[src/rtl/alu_operand_stack.sv]
// rtl/alu_operand_stack.sv - WebAssembly operand stack feeding a 3-cycle non-pipelined ALU issue sequence
//
// Purpose: holds the value stack in a register array, accepts constant pushes
// from decode, pops 1-3 operands per ALU op, presents them to the ALU for one
// cycle, captures the result and pushes it back.
//
// Optional feature macro: OPSTACK_DISCARD_EN adds the op_discard input; a
// discarded op still pulses done but its result is not pushed.
//
// Ports:
//   clk, rst                 clock, synchronous active-high reset
//   push_valid/push_ready    decode push handshake, push_data is the value
//   op_valid/op_ready        ALU op handshake, op_ctrl code, op_nargs pop count
//   op_discard               (OPSTACK_DISCARD_EN only) drop the result
//   alu_A/alu_B/alu_C        registered operands (A = top of stack)
//   alu_ctrl                 registered ALU control
//   alu_result               combinational ALU result, sampled at end of EXEC
//   done/done_result         one-cycle completion pulse and captured result
//   sp, tos                  stack depth and top-of-stack value (0 when empty)
//   err_op                   sticky illegal-op flag, cleared only by rst

module alu_operand_stack #(
    parameter int DEPTH    = 16,
    parameter int ST_WIDTH = 32
) (
    input  logic                       clk,
    input  logic                       rst,
    input  logic                       push_valid,
    output logic                       push_ready,
    input  logic [ST_WIDTH-1:0]        push_data,
    input  logic                       op_valid,
    output logic                       op_ready,
    input  logic [4:0]                 op_ctrl,
    input  logic [1:0]                 op_nargs,
`ifdef OPSTACK_DISCARD_EN
    input  logic                       op_discard,
`endif
    output logic [ST_WIDTH-1:0]        alu_A,
    output logic [ST_WIDTH-1:0]        alu_B,
    output logic [ST_WIDTH-1:0]        alu_C,
    output logic [4:0]                 alu_ctrl,
    input  logic [31:0]                alu_result,
    output logic                       done,
    output logic [31:0]                done_result,
    output logic [$clog2(DEPTH+1)-1:0] sp,
    output logic [ST_WIDTH-1:0]        tos,
    output logic                       err_op
);

    localparam int SPW = $clog2(DEPTH + 1);
    localparam int AW  = $clog2(DEPTH);

    typedef enum logic [1:0] {
        S_IDLE = 2'd0,
        S_EXEC = 2'd1,
        S_PUSH = 2'd2
    } state_t;

    state_t              state_q;
    logic [SPW-1:0]      sp_q;
    logic [ST_WIDTH-1:0] stack_q [DEPTH];
    logic [ST_WIDTH-1:0] alu_a_q, alu_b_q, alu_c_q;
    logic [4:0]          alu_ctrl_q;
    logic [31:0]         done_result_q;
    logic                done_q;
    logic                err_q;
    logic                discard_q;

    logic                discard_w;
    logic                push_fire;
    logic                op_fire;
    logic                op_legal;
    logic [AW-1:0]       idx1, idx2, idx3, wr_idx;
    logic                wr_en;
    logic [ST_WIDTH-1:0] wr_data;
    logic [ST_WIDTH-1:0] alu_a_d, alu_b_d, alu_c_d;

`ifdef OPSTACK_DISCARD_EN
    assign discard_w = op_discard;
`else
    assign discard_w = 1'b0;
`endif

    assign push_ready = (state_q == S_IDLE) && (sp_q != SPW'(DEPTH));
    assign op_ready   = (state_q == S_IDLE) && !push_valid;
    assign push_fire  = push_valid && push_ready;
    assign op_fire    = op_valid && op_ready;
    assign op_legal   = (op_nargs != 2'd0) && (SPW'(op_nargs) <= sp_q);

    // Indices below sp wrap when the stack is shallow; they are only used
    // when the request is legal, so the wrapped reads are never latched.
    assign idx1   = AW'(sp_q - SPW'(1));
    assign idx2   = AW'(sp_q - SPW'(2));
    assign idx3   = AW'(sp_q - SPW'(3));
    assign wr_idx = AW'(sp_q);

    // Operands beyond op_nargs are presented as 0.
    always_comb begin
        alu_a_d = '0;
        alu_b_d = '0;
        alu_c_d = '0;
        if (op_nargs >= 2'd1) alu_a_d = stack_q[idx1];
        if (op_nargs >= 2'd2) alu_b_d = stack_q[idx2];
        if (op_nargs == 2'd3) alu_c_d = stack_q[idx3];
    end

    // Single write port: decode pushes in IDLE, ALU result in PUSH.
    // In PUSH there is always room since the op popped at least one entry.
    assign wr_en   = push_fire || ((state_q == S_PUSH) && !discard_q);
    assign wr_data = (state_q == S_PUSH) ? ST_WIDTH'(done_result_q) : push_data;

    // Stack contents are deliberately not reset; sp alone defines validity.
    always_ff @(posedge clk) begin
        if (wr_en) begin
            stack_q[wr_idx] <= wr_data;
        end
    end

    always_ff @(posedge clk) begin
        if (rst) begin
            state_q       <= S_IDLE;
            sp_q          <= '0;
            alu_a_q       <= '0;
            alu_b_q       <= '0;
            alu_c_q       <= '0;
            alu_ctrl_q    <= '0;
            done_result_q <= '0;
            done_q        <= 1'b0;
            err_q         <= 1'b0;
            discard_q     <= 1'b0;
        end else begin
            case (state_q)
                S_IDLE: begin
                    done_q <= 1'b0;
                    if (push_fire) begin
                        sp_q <= sp_q + SPW'(1);
                    end else if (op_fire) begin
                        if (!op_legal) begin
                            // Illegal request is consumed with no other side effect.
                            err_q <= 1'b1;
                        end else begin
                            alu_a_q    <= alu_a_d;
                            alu_b_q    <= alu_b_d;
                            alu_c_q    <= alu_c_d;
                            alu_ctrl_q <= op_ctrl;
                            discard_q  <= discard_w;
                            sp_q       <= sp_q - SPW'(op_nargs);
                            state_q    <= S_EXEC;
                        end
                    end
                end
                S_EXEC: begin
                    done_result_q <= alu_result;
                    done_q        <= 1'b1;
                    state_q       <= S_PUSH;
                end
                S_PUSH: begin
                    done_q <= 1'b0;
                    if (!discard_q) begin
                        sp_q <= sp_q + SPW'(1);
                    end
                    state_q <= S_IDLE;
                end
                default: begin
                    done_q  <= 1'b0;
                    state_q <= S_IDLE;
                end
            endcase
        end
    end

    assign alu_A       = alu_a_q;
    assign alu_B       = alu_b_q;
    assign alu_C       = alu_c_q;
    assign alu_ctrl    = alu_ctrl_q;
    assign done        = done_q;
    assign done_result = done_result_q;
    assign sp          = sp_q;
    assign tos         = (sp_q == '0) ? '0 : stack_q[idx1];
    assign err_op      = err_q;

endmodule

[config.mk]
export PLATFORM = sky130hd
export DESIGN_NAME = alu_operand_stack
export DESIGN_NICKNAME = d
export VERILOG_FILES = /design/src/rtl/alu_operand_stack.sv
export SDC_FILE = /design/constraint.sdc
export NUM_CORES = 1
export LEC_CHECK = 0
export CORE_MARGIN = 1
export CORE_UTILIZATION = 30
export DETAILED_ROUTE_END_ITERATION = 7
export PLACE_DENSITY = 0.54
export SLEW_MARGIN = 10
export SYNTH_ARGS = -nofsm -noshare
export SYNTH_HDL_FRONTEND = slang
export SYNTH_SLANG_ARGS = --single-unit
[constraint.sdc]
create_clock -name clk -period 5.41 [get_ports clk]
set_clock_uncertainty 0.1 [all_clocks]
set_input_delay 1.3525 -clock clk [delete_from_list [all_inputs] [get_ports clk]]
set_output_delay 1.3525 -clock clk [all_outputs]
set_load 0.02 [all_outputs]
======== After elaboration in Yosys (flattened, before gate mapping) ========
Memory sizes are Yosys's and may differ from the RTL's.
Cells that the tools add are included.
cells by class
  equality and inequality tests ........... 9
  bitwise logic cells ..................... 2
  $add $sub $neg .......................... 5
  divide/modulo/power cells ............... 0
  multiply operators ...................... 0
  magnitude comparators ................... 3
  muxes and demuxes ....................... 16
  reduce and logical (&&, ||, !) cells .... 15
  shift operators ......................... 0
operator list
  cell                   count
  $mux W32               5
  $mux W5                3
  $pmux W5 S2            1
  $reduce_and A4 Y1      2
  $sub A4 B2 Y4 const B  2
  $mux W2                3
  $ne A2 B2 Y1 const B   3
  $ne A3 B3 Y1 const B   2
  $reduce_and A3 Y1      2
  $add A5 B1 Y5 const B  1
  $le A2 B5 Y1           1
  $logic_and A1 B1 Y1    5
  $logic_not A5 Y1       1
  $ne A5 B5 Y1 const B   1
  $sub A5 B2 Y5          1
  $eq A2 B2 Y1 const B   2
  $pmux W2 S2            1
  $reduce_bool A2 Y1     2
  $sub A4 B1 Y4 const B  1
  $mux W1                3
  $eq A2 B1 Y1 const B   1
  $ge A2 B1 Y1 const B   1
  $ge A2 B2 Y1 const B   1
  $logic_not A2 Y1       1
  other kinds (3)        4
word-level totals
  word-level logic and storage cells ...... 60
  memory bits (read-only) ................. 0
  flip-flop bits (word level) ............. 142
  input port bits ......................... 75
  bits in latches ......................... 0
  bits in writable memories ............... 512
  memories ................................ 1
memory list
  memory   depth  bits a word  rd ports  clocked after Yosys merged registers in  wr ports  line  RTL
  stack_q  16     32           3         0                                        1         61    logic [ST_WIDTH-1:0] stack_q [DEPTH];

======== Logic depth before layout (Yosys ltp) ========
  depth in word-level cells ............... 6
  depth in mapped cells ................... 14
  mapped depth without buffers ............ 7

======== Worst setup path after synthesis ========
No wires, ideal clock.
  kind .................................... reg-to-output
  from .................................... register sp_q[1], in the netlist sp[1]
  to ...................................... output port tos[7]
  required time ........................... 3958 ps
  stages on the path, launching flop included .. 11
  arrival ................................. 3799 ps
  setup slack ............................. 158 ps
  cell sequence ........................... dfxtp_1 buf_1 clkbuf_1 inv_1 ha_1 clkbuf_1 buf_2 buf_2 clkbuf_1 mux4_2 a211oi_1
between the ends
  longest elaborated chain between the ends .. 3
  elaborated cells on any way between the ends .. 4
RTL lines
  item                    line  RTL
  from (decl)             60    logic [SPW-1:0] sp_q;
  from (signal assigned)  136   sp_q <= sp_q + SPW'(1);
  from (signal assigned)  147   sp_q <= sp_q - SPW'(op_nargs);
  from (signal assigned)  160   sp_q <= sp_q + SPW'(1);
  $sub A4 B1 Y4           92    assign idx1 = AW'(sp_q - SPW'(1));
  $mem_v2 Z16 W32         -
  $mux W32 (*)            179   assign tos = (sp_q == '0) ? '0 : stack_q[idx1];
  to (decl)               46    output logic [ST_WIDTH-1:0] tos,
Mark *: on every way between the ends. The rest lies on a longest branch, timed or not.

======== Final worst setup path ========
  from .................................... register sp_q[0], in the netlist sp[0]
  to ...................................... output port tos[7]
Same word-level chain as after synthesis.

==> metrics.txt <==
run status finished clean; Core Region 106000 µm²; Max Slew Vio Count 0; Syn Area/Cell 14.12 µm²; most frequent cells in the layout edfxtp_1 (512), nand2_1 (421), clkdlybuf4s50_1 (244), mux4_2 (226), mux2i_1 (216); clk buf depth 3; Startpoint Class flip-flop; Die Ht 330.1 µm; Slew HR between 20% and 30%; GPL Wtd Cong 0.8114; Die W 330.1 µm; final setup violation count 0; Die Area 108900 µm²; final WL 111900 µm; dominant synthesized flop cell edfxtp_1; Root Buffer clkbuf_16; worst slack, placed 0.4394 ns; drt initial violations 2059; Syn Std Cell Area approximately 32000 µm²; final hold vios 0; Min Clock Period, post-route 5.286 ns; drt via density 5.580; CTS sink cnt 654; Synth cell types 61; crit-path max FO 46; H-Tree Level Count 3; Post-Place Cells about 3800; wire per inst 28.20 µm; Critical Path End Type output pin; filler cell count 10050; Max Clock Freq roughly 190 MHz; Syn. warnings 0; Pwr Density 448.3 nW/µm²; largest net degree at the start of global routing around 140; # DRC 0; commonest non-fill, non-tap cell in the layout edfxtp_1; Initial Util 30.46%; TritonCTS clock tree yes; max_cap viols 0; vias in the first global route 22510; layout cells sized above 1 between 20% and 30%; DP HPWL 68240 µm; Synth Net Count 2373; Site Rows 119; Final nets 2599; Post-synth EDFFs 512; sequential area share after synthesis between 50% and 60%; Port Buffers 248; asr flop ratio synth 0%; Least-Margin Pin Slew 1.160 ns; total CTS buffers just under 80; final total power 17.66 mW; Worst EP arrival 3.83 ns; Area Overhead vs Synth 22.02%; #FFs+latches synth 654; Vias between 20000 and 25000; Final ANT Viol Nets 0; largest area contributor in the synthesized netlist edfxtp_1; leak pwr 12.97 nW; first-pass GRT wire length between 150000 and 200000 µm; share of the synthesized area in the top cell type 47.62%; crit share post-route 97.70%; Clock Latency Late Sink about 0.64 ns; Non-Filler Instances 3968; Multi-input gate area between 10000 and 15000 µm²; initial antenna violation count 4; ANT cells 0; Storage cell area between 15000 and 20000 µm²; synthesized netlist cell count 2286; setup tns final 0 ns; post-route worst setup slack about 0.12 ns; Post-CTS Hold Fix Bufs 0; Peak VDD IR 0.3036 mV; worst hold path type reg2reg; io pins 249; critical path class reg2out; RSZ-0062 raised after global routing no; Synth area leaders edfxtp_1 (48%), mux4_2 (16%), dfxtp_1 (8.8%); GRT Residual Overflow 0; Total GRT Usage 20.28%; drt pass-1 iters 8; Reg clk slew, reported paths 0.06 ns; CP required 3.96 ns
-- area by class of cell --
type	count	area share, %
Clock inverter	51	1.493
Multi-Input combinational cell	1444	33.91
Inverter	8	0.08575
Tap cell	1391	4.418
Clock buffer	93	5.307
Sequential cell	654	46.26
Timing Repair Buffer	327	8.527
-- report_power, final --
group	internal, mW	total [mW]	switching [mW]
sequential	5.70	5.88	0.172
clock	3.34	5.53	2.19
combinational	2.52	6.26	3.74
-- routing by layer --
metal	GRT usage (%)	part of all wire [%]
met1	26.80	42
met2	33.10	47
met3	4.468	7.8
met4	6.392	2.8
met5	0	0.035
-- through the flow --
stage,utilization [%],instance area [µm²],hold slack (ns)
CTS,37.15,39380,0.3686
floorplan,-,32290,0.4353
finish,37.16,39400,0.3692
detailed placement,34.59,36670,0.3544
global route,37.16,39400,0.3933
global placement,34.59,36670,0.3548
-- cell usage after synthesis, types with 6 or more instances --
cell type,instances
nand4_1,7
inv_1,8
o21ai_1,6
buf_6,18
buf_2,53
nand4b_1,17
mux2i_1,218
nor2b_1,28
a211oi_1,32
a22o_1,18
nand3_1,31
o21ai_0,8
a21oi_1,67
edfxtp_1,512
ha_1,11
a221o_1,38
buf_4,24
mux2_2,61
nor2_1,110
mux4_2,226
o211ai_1,20
nand2_1,423
nand2b_1,7
clkbuf_1,78
dfxtp_1,142
o221ai_1,25
a31oi_1,17
a32oi_1,29
-- cells by family (layout without fill, tap and decap cells) --
| logic type | count (synthesis) | after routing | synth area share (%) |
|---|---|---|---|
| DFF | 654 | 654 | 56.42 |
| and+or+nand+nor | 645 | 645 | 8.502 |
| muxes | 505 | 505 | 24.65 |
| AOI/OAI and AO/OA | 274 | 274 | 6.444 |
| buffers and inverters | 188 | 479 | 3.158 |
| adders and majority gates | 12 | 12 | 0.4883 |
| xor gates and xnor gates | 8 | 8 | 0.3333 |
-- final timing paths --
kind	from	endpoint	slack, ns	cells past startpoint
max reg2reg	sp[1]	alu_C[25]	1.64	8
max	sp[0]	tos[7]	0.12	9
min reg2reg	done_result[13]	done_result[13]	0.37	2
min	done_result[13]	done_result[13]	0.37	2
-- worst max-delay path, stage by stage (launching register included) --
cell and delay, ns:
dfxtp_4 0.42, inv_1 0.08, buf_4 0.19, ha_4 0.53, buf_12 0.34, mux4_2 0.36, mux2i_1 0.40, nor2b_1 0.20
a211oi_1 0.06, clkdlybuf4s50_1 0.56
-- sequential cells by signal, indices dropped and copies added (netlist names) --
name         cells
err_op           1
alu_C           32
alu_A           32
stack_q        512
state_q          2
done             1
alu_ctrl         5
sp               5
done_result     32
alu_B           32
-- what timing repair did --
item                                    CTS  global route
resized for setup                         8             4
buffers inserted                          0             0
endpoints found under the setup margin    7             7
pin swaps                                 1             0
No activity file was read; power rests on OpenSTA's default activity.
